===== config.mk =====
export PLATFORM = sky130hd
export DESIGN_NAME = uart_rx_line_framer
export DESIGN_NICKNAME = d
export VERILOG_FILES = /design/src/rtl/uart_pkg.sv /design/src/rtl/line_fifo.sv /design/src/rtl/uart_rx_line_framer.sv
export SDC_FILE = /design/constraint.sdc
export NUM_CORES = 1
export LEC_CHECK = 0
export ABC_AREA = 0
export ABC_CLOCK_PERIOD_IN_PS = 8100
export BUFFER_PORTS_ARGS = -buffer_cell sky130_fd_sc_hd__buf_4
export CAP_MARGIN = 20
export CORE_MARGIN = 3
export CORE_UTILIZATION = 55
export CTS_BUF_LIST = sky130_fd_sc_hd__clkbuf_2
export DETAILED_ROUTE_END_ITERATION = 12
export PLACE_DENSITY = 0.77
export SYNTH_ARGS = -nofsm -noshare
export SYNTH_HDL_FRONTEND = slang
export SYNTH_SLANG_ARGS = --single-unit

===== constraint.sdc =====
create_clock -name clk -period 8.1 [get_ports clk]
set_clock_uncertainty 0.1 [all_clocks]
set_input_delay 0.405 -clock clk [delete_from_list [all_inputs] [get_ports clk]]
set_output_delay 0.405 -clock clk [all_outputs]
set_load 0.005 [all_outputs]

===== src/rtl/uart_pkg.sv =====
// Shared constants and FIFO entry payload for the UART RX line framer.
package uart_pkg;

    localparam logic [7:0] EOL_CHAR = 8'h0A;
    localparam logic [7:0] CR_CHAR  = 8'h0D;

    typedef struct packed {
        logic       last;
        logic [7:0] data;
    } line_entry_t;

endpackage


===== src/rtl/line_fifo.sv =====
// Show-ahead FIFO of line entries; writes at full and reads at empty are ignored.
module line_fifo
    import uart_pkg::*;
#(
    parameter int unsigned DEPTH = 16
) (
    input  logic        clk,
    input  logic        reset,
    input  logic        wr_en_i,
    input  line_entry_t wr_entry_i,
    input  logic        rd_en_i,
    output line_entry_t rd_entry_o,
    output logic        full_o,
    output logic        empty_o
);

    localparam int unsigned AW = $clog2(DEPTH);
    localparam int unsigned FW = AW + 1;

    logic [AW-1:0] wr_ptr_q, wr_ptr_d;
    logic [AW-1:0] rd_ptr_q, rd_ptr_d;
    logic [FW-1:0] fill_q, fill_d;
    line_entry_t   mem_q [DEPTH];
    logic          do_wr;
    logic          do_rd;

    // Status, qualified handshakes and next pointer/fill values.
    always_comb begin
        full_o   = (fill_q == FW'(DEPTH));
        empty_o  = (fill_q == '0);
        do_wr    = wr_en_i & ~full_o;
        do_rd    = rd_en_i & ~empty_o;
        wr_ptr_d = wr_ptr_q;
        rd_ptr_d = rd_ptr_q;
        fill_d   = fill_q;
        if (do_wr) begin
            wr_ptr_d = wr_ptr_q + AW'(1);
        end
        if (do_rd) begin
            rd_ptr_d = rd_ptr_q + AW'(1);
        end
        case ({do_wr, do_rd})
            2'b10:   fill_d = fill_q + FW'(1);
            2'b01:   fill_d = fill_q - FW'(1);
            default: fill_d = fill_q;
        endcase
    end

    // Pointer and fill registers.
    always_ff @(posedge clk or negedge reset) begin
        if (!reset) begin
            wr_ptr_q <= '0;
            rd_ptr_q <= '0;
            fill_q   <= '0;
        end else begin
            wr_ptr_q <= wr_ptr_d;
            rd_ptr_q <= rd_ptr_d;
            fill_q   <= fill_d;
        end
    end

    // Storage array; contents are meaningless until written, so no reset.
    always_ff @(posedge clk) begin
        if (do_wr) begin
            mem_q[wr_ptr_q] <= wr_entry_i;
        end
    end

    assign rd_entry_o = mem_q[rd_ptr_q];

endmodule


===== src/rtl/uart_rx_line_framer.sv =====
// Buffers received bytes and releases them line by line (store-and-forward).
module uart_rx_line_framer
    import uart_pkg::*;
#(
    parameter int unsigned DEPTH    = 16,
    parameter int unsigned MAX_LINE = 16,
    parameter int unsigned STRIP_CR = 1
) (
    input  logic                         clk,
    input  logic                         reset,
    input  logic [7:0]                   rx_data,
    input  logic                         rx_val,
    output logic [7:0]                   m_data,
    output logic                         m_last,
    output logic                         m_val,
    input  logic                         m_ready,
    output logic [$clog2(DEPTH+1)-1:0]   line_count,
    output logic                         overrun,
    input  logic                         overrun_clr
);

    localparam int unsigned LW = (MAX_LINE > 2) ? $clog2(MAX_LINE) : 1;
    localparam int unsigned CW = $clog2(DEPTH + 1);

    logic [LW-1:0] line_len_q, line_len_d;
    logic [CW-1:0] line_count_q, line_count_d;
    logic          overrun_q, overrun_d;
    logic          accept;
    logic          wr_en;
    logic          drop;
    logic          pop;
    logic          fifo_full;
    logic          fifo_empty;
    line_entry_t   wr_entry;
    line_entry_t   rd_entry;

    line_fifo #(
        .DEPTH (DEPTH)
    ) u_fifo (
        .clk        (clk),
        .reset      (reset),
        .wr_en_i    (wr_en),
        .wr_entry_i (wr_entry),
        .rd_en_i    (pop),
        .rd_entry_o (rd_entry),
        .full_o     (fifo_full),
        .empty_o    (fifo_empty)
    );

    // Input filter, terminator tagging, and line/overrun bookkeeping.
    always_comb begin
        accept        = rx_val & ((STRIP_CR == 0) | (rx_data != CR_CHAR));
        wr_en         = accept & ~fifo_full;
        drop          = accept & fifo_full;
        wr_entry.data = rx_data;
        wr_entry.last = (rx_data == EOL_CHAR) | (line_len_q == LW'(MAX_LINE - 1));
        m_val         = (line_count_q != '0);
        pop           = m_val & m_ready & ~fifo_empty;
        line_len_d    = line_len_q;
        if (wr_en) begin
            line_len_d = wr_entry.last ? '0 : line_len_q + LW'(1);
        end
        case ({wr_en & wr_entry.last, pop & rd_entry.last})
            2'b10:   line_count_d = line_count_q + CW'(1);
            2'b01:   line_count_d = line_count_q - CW'(1);
            default: line_count_d = line_count_q;
        endcase
        overrun_d = drop | (overrun_q & ~overrun_clr);
    end

    // Line length, complete-line count and sticky overrun registers.
    always_ff @(posedge clk or negedge reset) begin
        if (!reset) begin
            line_len_q   <= '0;
            line_count_q <= '0;
            overrun_q    <= 1'b0;
        end else begin
            line_len_q   <= line_len_d;
            line_count_q <= line_count_d;
            overrun_q    <= overrun_d;
        end
    end

    assign m_data     = rd_entry.data;
    assign m_last     = rd_entry.last;
    assign line_count = line_count_q;
    assign overrun    = overrun_q;

endmodule

==> After elaboration in Yosys (flattened, before gate mapping) <==
Memories as Yosys holds them, arrays and structs flattened.
Index checks and enable logic that the tools add are counted.
{ "totals": {"output_inout_bits": 16, "register_bits": 23, "word_cells": 46, "ram_bits": 144, "memories": 1, "in_bits": 13} }
{ "memory_table": {"columns": ["memory", "words", "word_bits", "read_ports", "rd_ports_with_merged_regs", "wr", "line_no", "source"], "rows": [
  ["u_fifo.mem_q", 16, 9, 1, 0, 1, "line_fifo.sv:23", "line_entry_t mem_q [DEPTH];"]
]} }
{ "classes": {"muxes": 5, "n_reduce_logical": 4, "n_bitwise": 15, "n_addsub": 7, "n_eq_ne": 8} }
{ "op_table": {"columns": ["operator", "count"], "rows": [
  ["case mux 5 bit (2 select lines)", 2],
  ["adder 4 x 1 -> 4 bit (second input constant)", 3],
  ["adder 5 x 1 -> 5 bit (second input constant)", 2],
  ["AND 1 bit", 10],
  ["subtractor 5 x 1 -> 5 bit (second input constant)", 2],
  ["equality test 8 x 4 -> 1 bit (second input constant)", 1],
  ["inequality test 8 x 4 -> 1 bit (second input constant)", 1],
  ["equality test 5 bit (second input constant)", 1],
  ["zero test 5 bit", 1],
  ["nonzero test 5 bit", 1],
  ["equality test 2 x 1 -> 1 bit (second input constant)", 2],
  ["equality test 2 bit (second input constant)", 2],
  ["equality test 4 bit (second input constant)", 1],
  ["two-way mux 4 bit", 1],
  ["nonzero test 2 bit", 2],
  ["inverter 1 bit", 3],
  ["two-way mux 1 bit", 2],
  ["OR 1 bit", 2]
]} }

==> Logic depth before layout (Yosys ltp) <==
Gate-level depths: netlist of run 1.
{ "logic_depth": {"depth_word": 6, "ltp_mapped": 12, "depth_no_buf": 11} }

==> By module <==
A second synthesis of run 1 with hierarchy kept.
{ "hier_totals": {"cells_unflattened": 433, "area_unflattened_um2": 7141.8} }
{ "modules_own_cells": {"columns": ["mod", "seq_area_each_um2", "area_per_inst_um2", "n_inst", "cells_each"], "rows": [
  ["line_fifo", 4649.5, 6392.4, 1, 361],
  ["uart_rx_line_framer", 250.2, 749.5, 1, 72]
]} }

==> Worst setup path before layout of run 1 <==
OpenSTA, ideal clock, no wires.
{ "synth_timing": {"kind": "register to register", "startpoint": "register u_fifo.rd_ptr_q[0]", "endpoint": "register line_count_q[4] (netlist: line_count[4])", "setup_time_ns": 0.080, "path_stages_with_launch": 12, "slack_ns": 5.175, "arrival_ns": 2.745, "path_buffers": 1, "synth_period_minus_slack_ns": 2.925, "required_ns": 7.920, "cell_sequence": "dfrtp_1 buf_4 mux2_2 a221oi_1 a22oi_1 and2_1 ha_1 fa_1 a21o_1 a21oi_1 mux2i_1 xnor2_1"} }
{ "synth_between": {"elab_chain_cells": 4, "elab_cells_between_ends": 6, "cone_classes": "eq/ne: 2; mux: 1; bitwise: 1; reduce/logical: 1; memory: 1"} }
{ "synth_rtl": {"columns": ["element", "line_no", "source"], "rows": [
  ["start, declared", "line_fifo.sv:21", "logic [AW-1:0] rd_ptr_q, rd_ptr_d;"],
  ["start signal, assigned", "line_fifo.sv:57", "rd_ptr_q <= rd_ptr_d;"],
  ["memory read (16 x 9 bit) (*)", null, null],
  ["named net m_last", "uart_rx_line_framer.sv:14", "output logic m_last,"],
  ["AND 1 bit (*)", "uart_rx_line_framer.sv:63", "case ({wr_en & wr_entry.last, pop & rd_entry.last})"],
  ["equality test 2 x 1 -> 1 bit / equality test 2 bit (equally long branches)", "uart_rx_line_framer.sv:63", null],
  ["case mux 5 bit (2 select lines) / nonzero test 2 bit (equally long branches)", null, null],
  ["end signal, assigned", "uart_rx_line_framer.sv:79", "line_count_q <= line_count_d;"],
  ["end, declared", "uart_rx_line_framer.sv:26", "logic [CW-1:0] line_count_q, line_count_d;"]
]} }
Mark *: on every way through the listed nets, which the timed path passes. The rest lies on a longest branch.
A chain may end at the register's enable or synchronous reset.

==> Worst setup path after layout of run 1 <==
{ "layout_timing": {"startpoint": "register u_fifo.rd_ptr_q[0]", "endpoint": "register line_count_q[4] (netlist: line_count[4])"} }
{ "layout_between": {"elab_chain_cells": 4, "elab_cells_between_ends": 6, "cone_classes": "eq/ne: 2; mux: 1; bitwise: 1; reduce/logical: 1; memory: 1"} }
{ "layout_rtl": {"columns": ["element", "line_no"], "rows": [
  ["memory read (16 x 9 bit) (*)", null],
  ["AND 1 bit (*)", "uart_rx_line_framer.sv:63"],
  ["equality test 2 x 1 -> 1 bit / equality test 2 bit (equally long branches)", "uart_rx_line_framer.sv:63"],
  ["case mux 5 bit (2 select lines) / nonzero test 2 bit (equally long branches)", null]
]} }
Every way passes the cells marked *; elsewhere a longest branch is shown, timed or not.

==> flow_summary.toml, run 1 <==
[routing]
antenna_left = 0
route.detailed.drc = 0
viasPerCell = 6.04
drt_iter0_markers = 491
wl_per_cell_um = 21.8
vias = 3819
first_pass_iters = 7
routed_wl_mm = 13.8

[logic_synthesis]
synth_area_mm2 = 0.00705
yosys_warnings = 0
yosys.cell_types.count = 43
synth_top_area_share_pct = 61.3
synthFlopType = "edfxtp_1"
synth-edff-count = 144
ys_ff_latch = 167
syn_avg_cell_area_um2 = 17.4
synth_area_leaders = "edfxtp_1, dfrtp_1, mux4_2"
synth_area_leader_cell = "edfxtp_1"
syn_nets = 435
async_reset_ff_share_pct = 13.8
yosysSeqAreaShare_pct = 69.5
synth_cells = 406

[clock_tree]
cts_sinks = 167
cts_buffers = 17
cts_resized = 0
cts_tree = "built"
htree_levels = 4
root_buffer = "clkbuf_2"
post_cts_buffers = 0
clkLatencyLatePin_ns = 0.75
path_clk_slew_ns = 0.21
clock_path_buffers = 2

[final_layout]
layout_commonest_cell = "edfxtp_1"
syn_to_final_growth_pct = 10.3
multi_input_area_mm2 = 0.00200
layout.nets = 480
antenna_cells = 0
drive_gt1_share_pct = 20.7
area.sequential_mm2 = 0.00490
final_cell_mix = "edfxtp_1, mux2i_1, buf_4"
fillers = 878

[timing]
setup_violations = 0
tightest_slew_ns = 1.05
drv_slew = 0
setup_ws_ns = 4.32
maxSlewHeadroom_pct = 29.5
min_period_ns = 3.78
clock.fmax_mhz = 265
hold_viol_final = 0
tns_ns = 0
fin_crit_sh_pct = 46.6
rsz0062_at_grt = "no"

[worst_setup_path]
critPathTopFamily = "compound AO/OA/AOI/OAI gates"
worstPathCellList = "buf_4 -> mux2_2 -> a221oi_1 -> a22oi_1 -> and2_1 -> ha_1 -> fa_1 -> a21o_1 -> a21oi_1 -> mux2i_1 -> xnor2_1"
worstSetupPathType = "reg2reg"
path_buf_inv = 1
worstPathMaxFanout = 55
crit_arrival_ns = 4.35
worst_path_max_delay_cell = "buf_4"
max_stage_delay_ns = 0.72
start_kind = "flop"
required_ns = 8.67
endpoint_kind = "flop"

[power_and_ir_drop]
total_leakage_power_nw = 2.85
ir_drop_mv = 0.171
powerDensity_mw_per_mm2 = 333

[worst_hold_path]
hold_class = "in2reg"

[place]
io_buffers = 28
pre_cts_slack_ns = 4.35
gp_congestion = 0.780
hpwl_mm = 8.72

[grt]
grt_pass1_vias = 3770
grt_pass1_wl_mm = 21.7
grt-ovfl-total = 0
track_usage_pct = 20.7
antenna_found_initial = 0
grt_max_degree = 56

[die]
die_h_um = 119
start_util_pct = 57.5
core_mm2 = 0.0123
die_area_mm2 = 0.0142
die-width_um = 119
rows = 40
ios = 29

[job]
maxCapViolations = 0

[outcome]
status = "finished, final reports clean"
-- through the flow --
stage | instance area [um^2] | hold WS (ns) | total power [mW] | utilization, % | cells
4_1_cts | 7770 | 0.0131 | 2.59 | 63.3 | 631
6_report | 7770 | 0.0616 | 2.59 | 63.4 | 632
2_1_floorplan | 7050 | 0.00941 | 1.85 | - | 406
3_5_place_dp | 7370 | 0.228 | 2.15 | 60.1 | 586
3_3_place_gp | 7370 | 0.219 | 2.12 | 60.1 | 586
5_1_grt | 7770 | 0.0132 | 2.74 | 63.4 | 632
-- what timing repair did --
action	CTS	global route
hold endpoints to repair	155	0
endpoints found under the setup margin	0	0
hold buffers	13	0
-- cells in the mapped netlist, drive strengths merged, types with 5 or more instances --
master / count
xnor2: 11
nand2: 15
a22oi: 9
mux2i: 36
a21oi: 5
nor2: 5
ha: 14
o21ai: 14
buf: 14
inv: 7
nor2b: 8
clkbuf: 5
mux4: 19
and3: 18
edfxtp: 144
a221oi: 17
dfrtp: 23
mux2: 5
-- power by group --
part | switching (mW) | internal (mW)
Combinational | 0.505 | 0.463
Sequential | 0.102 | 1.07
Clock | 0.301 | 0.150
Total | 0.908 | 1.68
-- state kept, by name, indices dropped and copies added, names as in the netlist --
register         count
line_count           5
line_len_q           4
overrun              1
u_fifo.fill_q        5
u_fifo.mem_q       144
u_fifo.rd_ptr_q      4
u_fifo.wr_ptr_q      4
-- tightest hold or removal path: stages --
cell and delay [ns]:
buf_4 0.11, inv_1 0.12, a41oi_4 0.10, nand3_1 0.09
o21ai_1 0.06
-- area by class of cell --
cell class | instances | area share, %
Clock inverter | 14 | 2.09
Multi-Input combinational cell | 212 | 25.7
Clock buffer | 18 | 1.16
Timing Repair Buffer | 45 | 4.89
Inverter | 8 | 0.386
Tap cell | 168 | 2.70
Sequential cell | 167 | 63.0
-- logic make-up after synthesis --
group	count (synthesis)	synth area share [%]
flops	167	69.5
simple gates	67	5.59
mux	60	12.0
compound gates	55	5.84
buf+inv	27	2.15
fa+ha+maj	16	3.05
xor+xnor	14	1.85
-- final timing paths --
check,start,to,slack (ns),cells past startpoint
worst max-delay path,u_fifo.rd_ptr_q[0],line_count[4],4.32,11
worst min-delay path,rx_val,u_fifo.wr_ptr_q[1],0.06,5
worst max register to register,u_fifo.rd_ptr_q[0],line_count[4],4.32,11
worst min register to register,line_len_q[0],line_len_q[0],0.42,1
max in group asynchronous,reset,u_fifo.rd_ptr_q[0],7.18,4
min in group asynchronous,reset,u_fifo.rd_ptr_q[1],0.51,4
-- metal layers --
metal	wire [um]	vias to the layer above	GRT usage (%)
li1	-	1710	-
met1	5710	1934	28.4
met2	6830	151	32.4
met3	1070	24	5.89
met4	185	0	6.88
met5	0	-	0
Note: power is estimated with default switching activity, not from simulation.
==> inputs of run 2 (changes only) <==
- ABC_AREA: 0 -> 1
- ABC_CLOCK_PERIOD_IN_PS: 8100 -> 3100
- PLACE_DENSITY: 0.77 -> 0.8
- clock period: 8.1 -> 3.1 ns (I/O delays scaled with it)
==> flow_summary.toml, run 2 <==
[routing]
first_pass_iters = 5
drt_iter0_markers = 606
routed_wl_mm = 15.8
viasPerCell = 5.65
wl_per_cell_um = 17.8
dr_wl_met2_mm = 8.03
route.detailed.drc = 0
antenna_left = 0
wl_met1_mm = 6.07
vias = 5028
dr_wl_met3_mm = 1.25
top_layer_used = "met4"

[logic_synthesis]
async_reset_ff_share_pct = 13.8
syn_avg_cell_area_um2 = 11.2
yosys.cell_types.count = 28
synth_area_mm2 = 0.00723
syn_nets = 674
synth-edff-count = 144
synth_top_area_share_pct = 59.8
synth_area_leader_cell = "edfxtp_1"
yosysSeqAreaShare_pct = 67.8
synth_cells = 645
synthFlopType = "edfxtp_1"
synth_area_leaders = "edfxtp_1, nand2_1, dfrtp_1"
synth_most_common_cell = "nand2_1"
synth_common_cells = "nand2_1, edfxtp_1, nor2_1"
ys_ff_latch = 167
yosys_warnings = 0

[power_and_ir_drop]
combPwrFrac_pct = 41.4
p_switching_mw = 2.69
p_int_mw = 4.19
switching_share_pct = 39.1
total_leakage_power_nw = 3.19
ir_drop_mv = 0.602
power.share.clock_pct = 14.8
p_total_mw = 6.88
p_seq_share_pct = 43.7
powerDensity_mw_per_mm2 = 854

[grt]
track_usage_pct = 23.0
antenna_found_initial = 0
grt_pass1_vias = 5029
grt_pass1_wl_mm = 25.2
grt-ovfl-total = 0
grt_max_degree = 48

[place]
io_buffers = 28
hpwl_mm = 10.4
placed_cell_area_mm2 = 0.00769
gp_congestion = 0.833
pre_cts_slack_ns = 0.327
place_inst = 846

[final_layout]
regMostFlops = "u_fifo.mem_q"
largest_reg_flops = 144
antenna_cells = 0
syn_to_final_growth_pct = 11.5
final_cell_mix = "nand2_1, edfxtp_1, nor2_1"
drive_gt1_share_pct = 12.0
layout.nets = 738
stdcell_count = 890
layout_commonest_cell = "nand2_1"
utilization_pct = 63.3
final_area_mm2 = 0.00806

[timing]
setup_violations = 0
clock.fmax_mhz = 349
hold_viol_final = 0
drv_slew = 0
tns_ns = 0
rsz0062_at_grt = "no"
fin_crit_sh_pct = 92.3
setup_ws_ns = 0.237
hold_ws_ns = 0.199
maxSlewHeadroom_pct = 41.1
tightest_slew_ns = 0.880
min_period_ns = 2.86

[worst_setup_path]
crit_start = "u_fifo.rd_ptr_q[0]"
r2r-start = "u_fifo.rd_ptr_q[0]"
worstSetupPathType = "reg2out"
regToRegEndpoint = "line_count[3]"
required_ns = 2.84
worstPathMaxFanout = 47
crit_arrival_ns = 2.61
start_kind = "flop"
endpoint_kind = "output pin"
worst-r2r-setup-slack_ns = 0.39
cp-endpoint = "m_data[4]"
reg2reg_depth = 15

[die]
core_mm2 = 0.0127
start_util_pct = 56.8
die_area_mm2 = 0.0145
die_h_um = 121
die-width_um = 121
rows = 41
ios = 29

[clock_tree]
path_clk_slew_ns = 0.22
cts_buffers = 17
cts_sinks = 167
htree_levels = 4
cts_tree = "built"
root_buffer = "clkbuf_2"
clock_path_buffers = 2
post_cts_buffers = 0
clkLatencyLatePin_ns = 0.71

[job]
maxCapViolations = 0

[worst_hold_path]
hold_class = "in2reg"

[outcome]
status = "finished, final reports clean"
==> run 2: changes by cell type in the layout (fill, tap and decap cells not counted), moves of 9 or more <==
cell      previous run  this run
nand2_1             14       175
buf_4               32        53
o211ai_1             2        16
inv_1                7        33
nand3_1              4        32
a221oi_1            17         0
a21oi_1              5        36
mux4_2              19         0
and3_1              18         0
a22oi_1              9         0
nor2_1               5        74
o21ai_0             12        34
mux2i_1             36         0
==> run 2: worst min-delay path by stage <==
stage | slack, ns | start | cells after the start | to
5_1_grt | 0.15 | rx_data[0] | 2 | u_fifo.mem_q[7][0]
4_1_cts | 0.15 | rx_data[0] | 2 | u_fifo.mem_q[7][0]
2_1_floorplan | -0.24 | reset | 0 | line_count[0]
3_3_place_gp | -0.04 | reset | 1 | line_count[4]
6_report | 0.20 | rx_data[0] | 2 | u_fifo.mem_q[7][0]
3_5_place_dp | -0.03 | reset | 1 | line_count[2]
==> run 2: cells by family (layout without fill, tap and decap cells) <==
logic type	count (synthesis)	in the layout	synth area share (%)
buffers and inverters	63	136	4.23
xor gates and xnor gates	14	14	1.70
DFF	167	167	67.8
and+or+nand+nor	291	291	16.2
AOI/OAI and AO/OA	94	94	7.10
adders and majority gates	16	16	2.98
==> run 2: final cells by class <==
type                    instances  area (um^2)
multi-input cells             415         2020
flip-flops and latches        167         4900
well taps                     172          215
repair buffers                 70          587
inverters                      38          145
clock inverters                 7         82.6
clock buffers                  21          105
fillers                       974         4660
==> run 2: power groups by stage <==
| stage | registers [mW] | logic (mW) | clock network, mW |
|---|---|---|---|
| finish | 3.01 | 2.85 | 1.02 |
| global route | 3.04 | 3.23 | 1.11 |
| floorplan | 2.96 | 1.96 | 0 |
| detailed placement | 3.05 | 2.81 | 0 |
| CTS | 3.00 | 2.84 | 1.03 |
| global placement | 3.03 | 2.68 | 0 |
==> run 2: metal layers <==
metal | vias to the layer above | GRT usage [%]
met5 | - | 0
met4 | 0 | 10.2
met3 | 37 | 5.75
met2 | 262 | 38.6
met1 | 2397 | 28.5
li1 | 2332 | -
==> run 2: worst max-delay path, cell delays in order, from the launching register on <==
cell     delay [ns]
dfrtp_2        0.51
inv_4          0.20
buf_6          0.36
nand2_1        0.11
nand3_1        0.11
nand2_1        0.05
a21oi_1        0.27
nand2_1        0.10
nand2_1        0.08
buf_4          0.10
==> run 2: what timing repair did <==
| item | CTS | global route |
|---|---|---|
| endpoints found under the hold margin | 165 | 0 |
| hold buffers | 15 | 0 |
| endpoints found under the setup margin | 0 | 9 |
| gates resized for setup | 0 | 2 |
